`src/rtl/mac_pkg.sv`:
```
// Shared constants and types for the serial MAC datapath.
//   MAC_OP_W  : operand width in bits
//   MAC_ACC_W : accumulator width in bits
//   MAC_PAIRS : operand pairs per accumulation frame
//   op_pair_t : one A/B operand pair as buffered between feeder and controller
package mac_pkg;

  localparam int unsigned MAC_OP_W  = 8;
  localparam int unsigned MAC_ACC_W = 20;
  localparam int unsigned MAC_PAIRS = 10;

  typedef struct packed {
    logic [MAC_OP_W-1:0] a;
    logic [MAC_OP_W-1:0] b;
  } op_pair_t;

endpackage

```
`src/rtl/op_pair_fifo.sv`:
```
// Synchronous FIFO of operand pairs.
//   clk_i   : clock
//   rst_i   : synchronous active-high reset; clears pointers and storage
//   clr_i   : synchronous clear, same effect as rst_i, wins over push/pop
//   push_i  : write data_i; dropped when full unless pop_i frees the slot
//   data_i  : pair to write
//   pop_i   : advance the read pointer; ignored when empty
//   data_o  : pair at the read pointer
//   full_o  : Depth pairs buffered
//   empty_o : no pairs buffered
//   count_o : pairs buffered
module op_pair_fifo
  import mac_pkg::*;
#(
  parameter int unsigned Depth = 4
) (
  input  logic                   clk_i,
  input  logic                   rst_i,
  input  logic                   clr_i,
  input  logic                   push_i,
  input  op_pair_t               data_i,
  input  logic                   pop_i,
  output op_pair_t               data_o,
  output logic                   full_o,
  output logic                   empty_o,
  output logic [$clog2(Depth):0] count_o
);

  localparam int unsigned AddrW = $clog2(Depth);

  // Extra MSB on each pointer separates full from empty.
  logic [AddrW:0] wr_ptr_q, wr_ptr_d;
  logic [AddrW:0] rd_ptr_q, rd_ptr_d;
  op_pair_t       mem_q [Depth];
  logic           do_push, do_pop;

  assign empty_o = (wr_ptr_q == rd_ptr_q);
  assign full_o  = (wr_ptr_q[AddrW] != rd_ptr_q[AddrW]) &&
                   (wr_ptr_q[AddrW-1:0] == rd_ptr_q[AddrW-1:0]);
  assign count_o = wr_ptr_q - rd_ptr_q;
  assign data_o  = mem_q[rd_ptr_q[AddrW-1:0]];

  // A pop on a full FIFO frees the slot the concurrent push writes into.
  assign do_push = push_i && (!full_o || pop_i);
  assign do_pop  = pop_i && !empty_o;

  always_comb begin
    wr_ptr_d = wr_ptr_q;
    rd_ptr_d = rd_ptr_q;
    if (do_push) wr_ptr_d = wr_ptr_q + 1'b1;
    if (do_pop)  rd_ptr_d = rd_ptr_q + 1'b1;
  end

  always_ff @(posedge clk_i) begin
    if (rst_i || clr_i) begin
      wr_ptr_q <= '0;
      rd_ptr_q <= '0;
      for (int i = 0; i < Depth; i++) mem_q[i] <= '0;
    end else begin
      wr_ptr_q <= wr_ptr_d;
      rd_ptr_q <= rd_ptr_d;
      if (do_push) mem_q[wr_ptr_q[AddrW-1:0]] <= data_i;
    end
  end

endmodule

```
`src/rtl/mac_operand_feeder.sv`:
```
// Deserialises A/B operand bits (MSB first, one bit per rising strobe edge) into pairs,
// buffers them in a FIFO and presents them to the MAC controller over valid/ready.
//   clock, reset   : clock and synchronous active-high reset
//   start_in       : frame restart; clears everything except the strobe edge history
//   shift_strobe   : pre-synchronised strobe level; each 0->1 transition samples one bit
//   shift_a_in/b_in: serial operand bits
//   op_a_out/b_out : pair at FIFO head, op_valid while non-empty, popped by op_ready
//   fifo_count     : pairs buffered
//   overflow       : sticky, a completed pair was dropped on a full FIFO
//   frame_done     : one-cycle pulse after the PAIRS-th pop of a frame
// WIDTH must equal MAC_OP_W since the FIFO stores op_pair_t.
module mac_operand_feeder
  import mac_pkg::*;
#(
  parameter int unsigned WIDTH = MAC_OP_W,
  parameter int unsigned DEPTH = 4,
  parameter int unsigned PAIRS = MAC_PAIRS
) (
  input  logic                   clock,
  input  logic                   reset,
  input  logic                   start_in,
  input  logic                   shift_strobe,
  input  logic                   shift_a_in,
  input  logic                   shift_b_in,
  output logic [WIDTH-1:0]       op_a_out,
  output logic [WIDTH-1:0]       op_b_out,
  output logic                   op_valid,
  input  logic                   op_ready,
  output logic [$clog2(DEPTH):0] fifo_count,
  output logic                   overflow,
  output logic                   frame_done
);

  localparam int unsigned BitW  = (WIDTH > 1) ? $clog2(WIDTH) : 1;
  localparam int unsigned PairW = $clog2(PAIRS + 1);

  logic             strobe_q;
  logic [WIDTH-1:0] sh_a_q, sh_a_d, sh_b_q, sh_b_d;
  logic [BitW-1:0]  bit_cnt_q, bit_cnt_d;
  logic [PairW-1:0] pair_cnt_q, pair_cnt_d;
  logic             overflow_q, overflow_d;
  logic             frame_done_q, frame_done_d;

  logic             bit_event, word_done, push, pop, fifo_full, fifo_empty;
  logic [WIDTH-1:0] sh_a_next, sh_b_next;
  op_pair_t         push_pair, head_pair;

  assign bit_event = shift_strobe && !strobe_q;
  assign word_done = bit_event && (bit_cnt_q == BitW'(WIDTH - 1));
  assign sh_a_next = {sh_a_q[WIDTH-2:0], shift_a_in};
  assign sh_b_next = {sh_b_q[WIDTH-2:0], shift_b_in};
  assign push      = word_done && !start_in;
  assign pop       = op_valid && op_ready && !start_in;

  assign push_pair.a = sh_a_next;
  assign push_pair.b = sh_b_next;

  op_pair_fifo #(
    .Depth (DEPTH)
  ) u_fifo (
    .clk_i   (clock),
    .rst_i   (reset),
    .clr_i   (start_in),
    .push_i  (push),
    .data_i  (push_pair),
    .pop_i   (pop),
    .data_o  (head_pair),
    .full_o  (fifo_full),
    .empty_o (fifo_empty),
    .count_o (fifo_count)
  );

  assign op_valid   = !fifo_empty;
  assign op_a_out   = head_pair.a;
  assign op_b_out   = head_pair.b;
  assign overflow   = overflow_q;
  assign frame_done = frame_done_q;

  always_comb begin
    sh_a_d       = sh_a_q;
    sh_b_d       = sh_b_q;
    bit_cnt_d    = bit_cnt_q;
    pair_cnt_d   = pair_cnt_q;
    overflow_d   = overflow_q;
    frame_done_d = 1'b0;
    if (start_in) begin
      sh_a_d     = '0;
      sh_b_d     = '0;
      bit_cnt_d  = '0;
      pair_cnt_d = '0;
      overflow_d = 1'b0;
    end else begin
      if (bit_event) begin
        sh_a_d    = sh_a_next;
        sh_b_d    = sh_b_next;
        // Wraps even when the completed pair is dropped.
        bit_cnt_d = word_done ? '0 : bit_cnt_q + 1'b1;
      end
      if (push && fifo_full && !pop) overflow_d = 1'b1;
      if (pop) begin
        if (pair_cnt_q == PairW'(PAIRS - 1)) begin
          pair_cnt_d   = '0;
          frame_done_d = 1'b1;
        end else begin
          pair_cnt_d = pair_cnt_q + 1'b1;
        end
      end
    end
  end

  always_ff @(posedge clock) begin
    if (reset) begin
      strobe_q     <= 1'b0;
      sh_a_q       <= '0;
      sh_b_q       <= '0;
      bit_cnt_q    <= '0;
      pair_cnt_q   <= '0;
      overflow_q   <= 1'b0;
      frame_done_q <= 1'b0;
    end else begin
      strobe_q     <= shift_strobe;
      sh_a_q       <= sh_a_d;
      sh_b_q       <= sh_b_d;
      bit_cnt_q    <= bit_cnt_d;
      pair_cnt_q   <= pair_cnt_d;
      overflow_q   <= overflow_d;
      frame_done_q <= frame_done_d;
    end
  end

endmodule
```
`config.mk`:
```
export PLATFORM = sky130hd
export DESIGN_NAME = mac_operand_feeder
export DESIGN_NICKNAME = d
export VERILOG_FILES = /design/src/rtl/mac_pkg.sv /design/src/rtl/op_pair_fifo.sv /design/src/rtl/mac_operand_feeder.sv
export SDC_FILE = /design/constraint.sdc
export NUM_CORES = 1
export LEC_CHECK = 0
export ABC_AREA = 1
export CORE_MARGIN = 1
export CORE_UTILIZATION = 61
export CTS_BUF_LIST = sky130_fd_sc_hd__clkbuf_2
export DETAILED_ROUTE_END_ITERATION = 10
export PLACE_DENSITY_LB_ADDON = 0.15
export SLEW_MARGIN = 15
export SYNTH_ARGS = -nofsm -noshare
export SYNTH_HDL_FRONTEND = slang
export SYNTH_SLANG_ARGS = --single-unit
export TNS_END_PERCENT = 20
```
`constraint.sdc`:
```
create_clock -name clock -period 4.35 [get_ports clock]
set_clock_uncertainty 0.05 [all_clocks]
set_input_delay 0.6525 -clock clock [delete_from_list [all_inputs] [get_ports clock]]
set_output_delay 0.6525 -clock clock [all_outputs]
set_load 0.005 [all_outputs]
```
Word level (Yosys, flattened, before mapping) --
Memory sizes are Yosys's and may differ from the RTL's. A register that Yosys moved wholly into a read port is not among the register bits. Cells that the tools add are included.
Word-level totals: memory bits (read-only) 0, memories 1, RAM bits 64, bits of input ports 7, bits in latches 0, register bits 30, word-level logic and storage cells 54
Operators by class: reduce and logical (&&, ||, !) cells 20, bitwise gates (word level) 1, shift-type cells 0, $add $sub $neg 5, muxes and demuxes 13, multipliers 0, divide/modulo/power cells 0, magnitude comparators 0, equality and inequality tests 5
Memories:
- u_fifo.mem_q | depth 4, width 16, rd ports 1, clocked after memory_dff 1, wr ports 4, RTL line op_pair_fifo.sv:34 | op_pair_t mem_q [Depth];
Operator list (count):
- 16-bit 2-to-1 mux | 1
- 16-bit OR reduction | 1
- 1-bit logical AND | 10
- 3-bit by 1-bit adder with 3-bit output (second input constant) | 3
- 1-bit 2-to-1 mux | 7
- 2-bit 2-to-1 mux | 3
- 1-bit logical NOT | 5
- 4-bit by 1-bit adder with 4-bit output (second input constant) | 1
- 4-bit equality test (second input constant) | 1
- 4-bit 2-to-1 mux | 1
- 3-bit equality test | 1
- 3-bit equality test (second input constant) | 1
- 3-bit 2-to-1 mux | 1
- 3-bit OR reduction | 1
- 3-bit subtractor | 1
- 2-bit equality test | 1
- 1-bit logical OR | 2
- 2-bit OR reduction | 1
- 1-bit inequality test | 1
- 1-bit NOT | 1

Longest topological paths before layout --
depth after elaboration 11, gate-level depth with buffers 12

Cells and area by module --
From an unflattened synthesis, not the netlist that was laid out.
Unflattened totals: cells, all modules 437, area total of the unflattened synthesis 4455.5 um^2
Modules (own cells, without submodules):
- op_pair_fifo | area an instance 3507.1 um^2, instances 1, cells each 311
- mac_operand_feeder | area an instance 948.4 um^2, instances 1, cells each 126

Worst setup path before layout --
No wires, ideal clock.
kind reg-to-reg, start point reg u_fifo.wr_ptr_q[0], end point mem u_fifo.mem_q[2][0] (netlist bit), enable pin, setup slack 0.865 ns, buffers on the path 3, data arrival time 3.023 ns, required time 3.889 ns, clock period less this slack 3.485 ns, cell stages (with the launch flop) 11, cells stage by stage dfxtp_1 buf_2 inv_1 buf_2 buf_2 ha_1 nand2_1 inv_1 o211ai_4 nand4_4 o21ai_0
RTL lines:
- start: declaration | RTL line op_pair_fifo.sv:32 | logic [AddrW:0] wr_ptr_q, wr_ptr_d;
- start signal: assignment | RTL line op_pair_fifo.sv:60 | wr_ptr_q <= wr_ptr_d;
- end: declaration | RTL line op_pair_fifo.sv:34

Worst setup path after layout --
start point reg u_fifo.wr_ptr_q[1], end point out fifo_count[1]
On the way: word-level cells in the longest chain between the ends 1
Ends and longest elaborated chain:
- 3-bit subtractor | RTL line op_pair_fifo.sv:40 | assign count_o = wr_ptr_q - rd_ptr_q;
- end: declaration | RTL line mac_operand_feeder.sv:29 | output logic [$clog2(DEPTH):0] fifo_count,
No other way between the ends.

==> metrics.md <==
| Metric | Value |
|---|---|
| Setup crit end kind | primary output |
| Mapped Area | 4360 um^2 |
| Antenna violations before repair | 0 |
| Flop-to-flop setup slack | 1.62 ns |
| Clock tree root buffer cell | clkbuf_2 |
| Vias in the first global route | 2906 |
| Max Freq | 296 MHz |
| Post-Route WL | 8.64 mm |
| Setup TNS | 0 ns |
| Crit Path Class | reg -> out |
| Syn_area_per_cell | 10.7 um^2 |
| RePlAce Congestion | 0.766 |
| Syn_nets | 422 |
| Syn Inst Count | 408 |
| Tmin final | 3.38 ns |
| Post-DR wirelength/cell | 16.2 um |
| Worst-path clk slew | 0.24 ns |
| Final HPWL from detailed placement | 5.71 mm |
| Hold depth | 2 |
| Placed Area | 4710 um^2 |
| Hold endpoint | pair_cnt_q[2] |
| Largest net degree at the start of global routing | 35 |
| Worst Hold Class | reg -> reg |
| Via count | 3014 |
| Share of cells above drive strength 1 | 0.167 |
| Relative slew slack | 0.425 |
| DR DRC count | 0 |
| Num ports | 29 |
| H-tree depth | 3 |
| Reg2reg start | u_fifo.rd_ptr_q[1] |
| Sequential area share after synthesis | 0.588 |
| Final setup vio count | 0 |
| Die H | 86.5 um |
| Least-Margin Pin Slew | 0.861 ns |
| Max VDD drop | 142 uV |
| DR vias/cell | 5.64 |
| Die area | 7490 um^2 |
| Routed Antenna Nets | 0 |
| Final worst-path cycle share | 0.777 |
| Post-CTS Hold Fix Bufs | 0 |
| Arrival @ worst endpoint | 2.68 ns |
| CP Launch Type | flip-flop |
| RR Endpoint | u_fifo.mem_q[3][15] |
| First-pass GRT wire length | 14.0 mm |
| Iter 0 DRT Violations | 219 |
| FF+latch count, synth | 96 |
| Power Dens Cells | 303 nW/um^2 |
| Status | finished clean |
| Starting Density | 0.638 |
| # rows | 30 |
| Max-slew violation count | 0 |
| Die W | 86.5 um |
| Max Cap Viol | 0 |
| Setup bufs post-CTS | 0 |
| Post-CTS Resized | 0 |
| Total gr overflow | 0 |
| Worst-Skew Late Latency | 0.54 ns |
| Design Power | 1.46 mW |
| RSZ-0062 raised after global routing | false |
| CP required | 3.65 ns |
| Layout net count | 447 |
| Sink Count | 96 |
| Worst Reg-to-Reg Cells | 9 |
| Antenna fix cells | 0 |
| Fillers | 537 |
| Cell Count, Final, Fillers Out | 534 |
| Number of detailed-route iterations in the first pass | 5 |
| Synth warnings | 0 |
| Count of cell types in the netlist | 26 |
| Core area | 6830 um^2 |
| Leakage power | 1.68 nW |
| Final Hold Violating Endpoints | 0 |
| CTS buffer count | 9 |
| Clock Tree Buf Depth | 2 |
| Hold Startpoint | pair_cnt_q[2] |
| Area delta synth->final | 10.2% |
| Port Buffers | 28 |
| DP Cell Count | 518 |
| GRT Total Usage | 0.250 |
| CTS tree | done |
| CP max FO | 20 |
| Final Instance Area | 4800 um^2 |
| Final core utilization | 0.703 |
worst max-delay path by stage:
stage | start | endpoint | slack (ns) | cells past startpoint
floorplan | u_fifo.wr_ptr_q[0] | u_fifo.mem_q[2][0] | 0.87 | 10
global placement | shift_strobe | u_fifo.mem_q[3][0] | 1.02 | 11
detailed placement | shift_strobe | u_fifo.mem_q[3][3] | 0.91 | 11
CTS | flip-flop | op_a_out[4] | 0.92 | 5
global route | flip-flop | op_a_out[4] | 0.77 | 5
finish | u_fifo.wr_ptr_q[1] | fifo_count[1] | 0.97 | 4
layout by cell type (no fill, tap or decap), drive strengths merged:
cell,Yosys,final
o211ai,1,1
dfxtp,32,32
buf,11,10
edfxtp,64,64
nor3,49,49
a21oi,26,26
nand4,3,3
clkinv,0,5
clkbuf,13,9
fa,1,1
clkdlybuf4s50,0,28
o211a,1,1
nand2,19,19
inv,40,40
xor2,4,4
clkinvlp,0,2
o22ai,16,16
nor2,57,57
nand3,8,8
o21ai,57,57
ha,6,6
sequential cells by signal (all words and copies together) (netlist names), named ones only:
signal and cells:
pair_cnt_q 4, sh_b_q 7, u_fifo.rd_ptr_q 3, u_fifo.wr_ptr_q 3
overflow 1, u_fifo.mem_q 64, frame_done 1, strobe_q 1
sh_a_q 7, bit_cnt_q 3
routing by layer:
layer	routed length, um	share of wire	global-route usage
met1	3790	0.44	0.329
met2	4290	0.50	0.417
met3	385	0.045	0.0333
met4	170	0.020	0.108
met5	0	0	0
cell usage after synthesis:
cell type  count  area, um^2
edfxtp_1      64        1920
o21ai_0       57         285
nor2_1        55         206
nor3_2        39         390
inv_1         38         143
dfxtp_1       32         641
a21oi_1       26         130
nand2_1       18        67.6
o22ai_1       16         100
clkbuf_1      13        48.8
nor3_1        10        50.1
ha_1           6        75.1
nand3_1        6        30.0
buf_2          5        25.0
buf_6          4        45.0
xor2_1         4        35.0
buf_1          2        7.51
inv_2          2        7.51
nand3_2        2        20.0
nand4_4        2        42.5
nor2_4         2        22.5
fa_1           1        20.0
nand2_2        1        6.26
nand4_1        1        6.26
o211a_1        1        10.0
o211ai_4       1        21.3
logic make-up (layout without fill, tap and decap cells):
| logic type | count (synthesis) | in the layout | synth area share |
|---|---|---|---|
| XOR/XNOR | 4 | 4 | 0.00804 |
| flip-flops | 96 | 96 | 0.588 |
| AO/OA/AOI/OAI | 101 | 101 | 0.125 |
| adder cells (fa/ha/maj) | 7 | 7 | 0.0218 |
| AND/OR/NAND/NOR | 136 | 136 | 0.193 |
| buffers and inverters | 64 | 94 | 0.0635 |
per-stage QoR:
stage | hold WS [ns] | setup WS [ns]
3_5_place_dp | 0.423 | 0.914
3_3_place_gp | 0.409 | 1.02
6_report | 0.450 | 0.968
4_1_cts | 0.452 | 0.920
5_1_grt | 0.475 | 0.769
2_1_floorplan | 0.398 | 0.865
power by group:
group          internal [mW]  switching (mW)  leakage (nW)
registers               1.00         0.00996         0.972
clock network         0.0743           0.293        0.0532
logic                 0.0285          0.0494         0.657
total                   1.10           0.353          1.68
cell type report:
cell class / instances / area, um^2 / area share
clock buffers: 9 / 45.0 / 0.00938
clock inverters: 7 / 48.8 / 0.0102
inverters: 40 / 150 / 0.0313
repair buffers: 38 / 355 / 0.0740
well taps: 96 / 120 / 0.0250
multi-input cells: 248 / 1520 / 0.316
flip-flops and latches: 96 / 2560 / 0.534
critical path, stage by stage (launching register included):
cell	delay, ns
dfxtp_1	0.40
inv_1	0.63
fa_1	0.56
inv_1	0.06
clkdlybuf4s50_1	0.50
No activity file was read; power rests on OpenSTA's default activity.
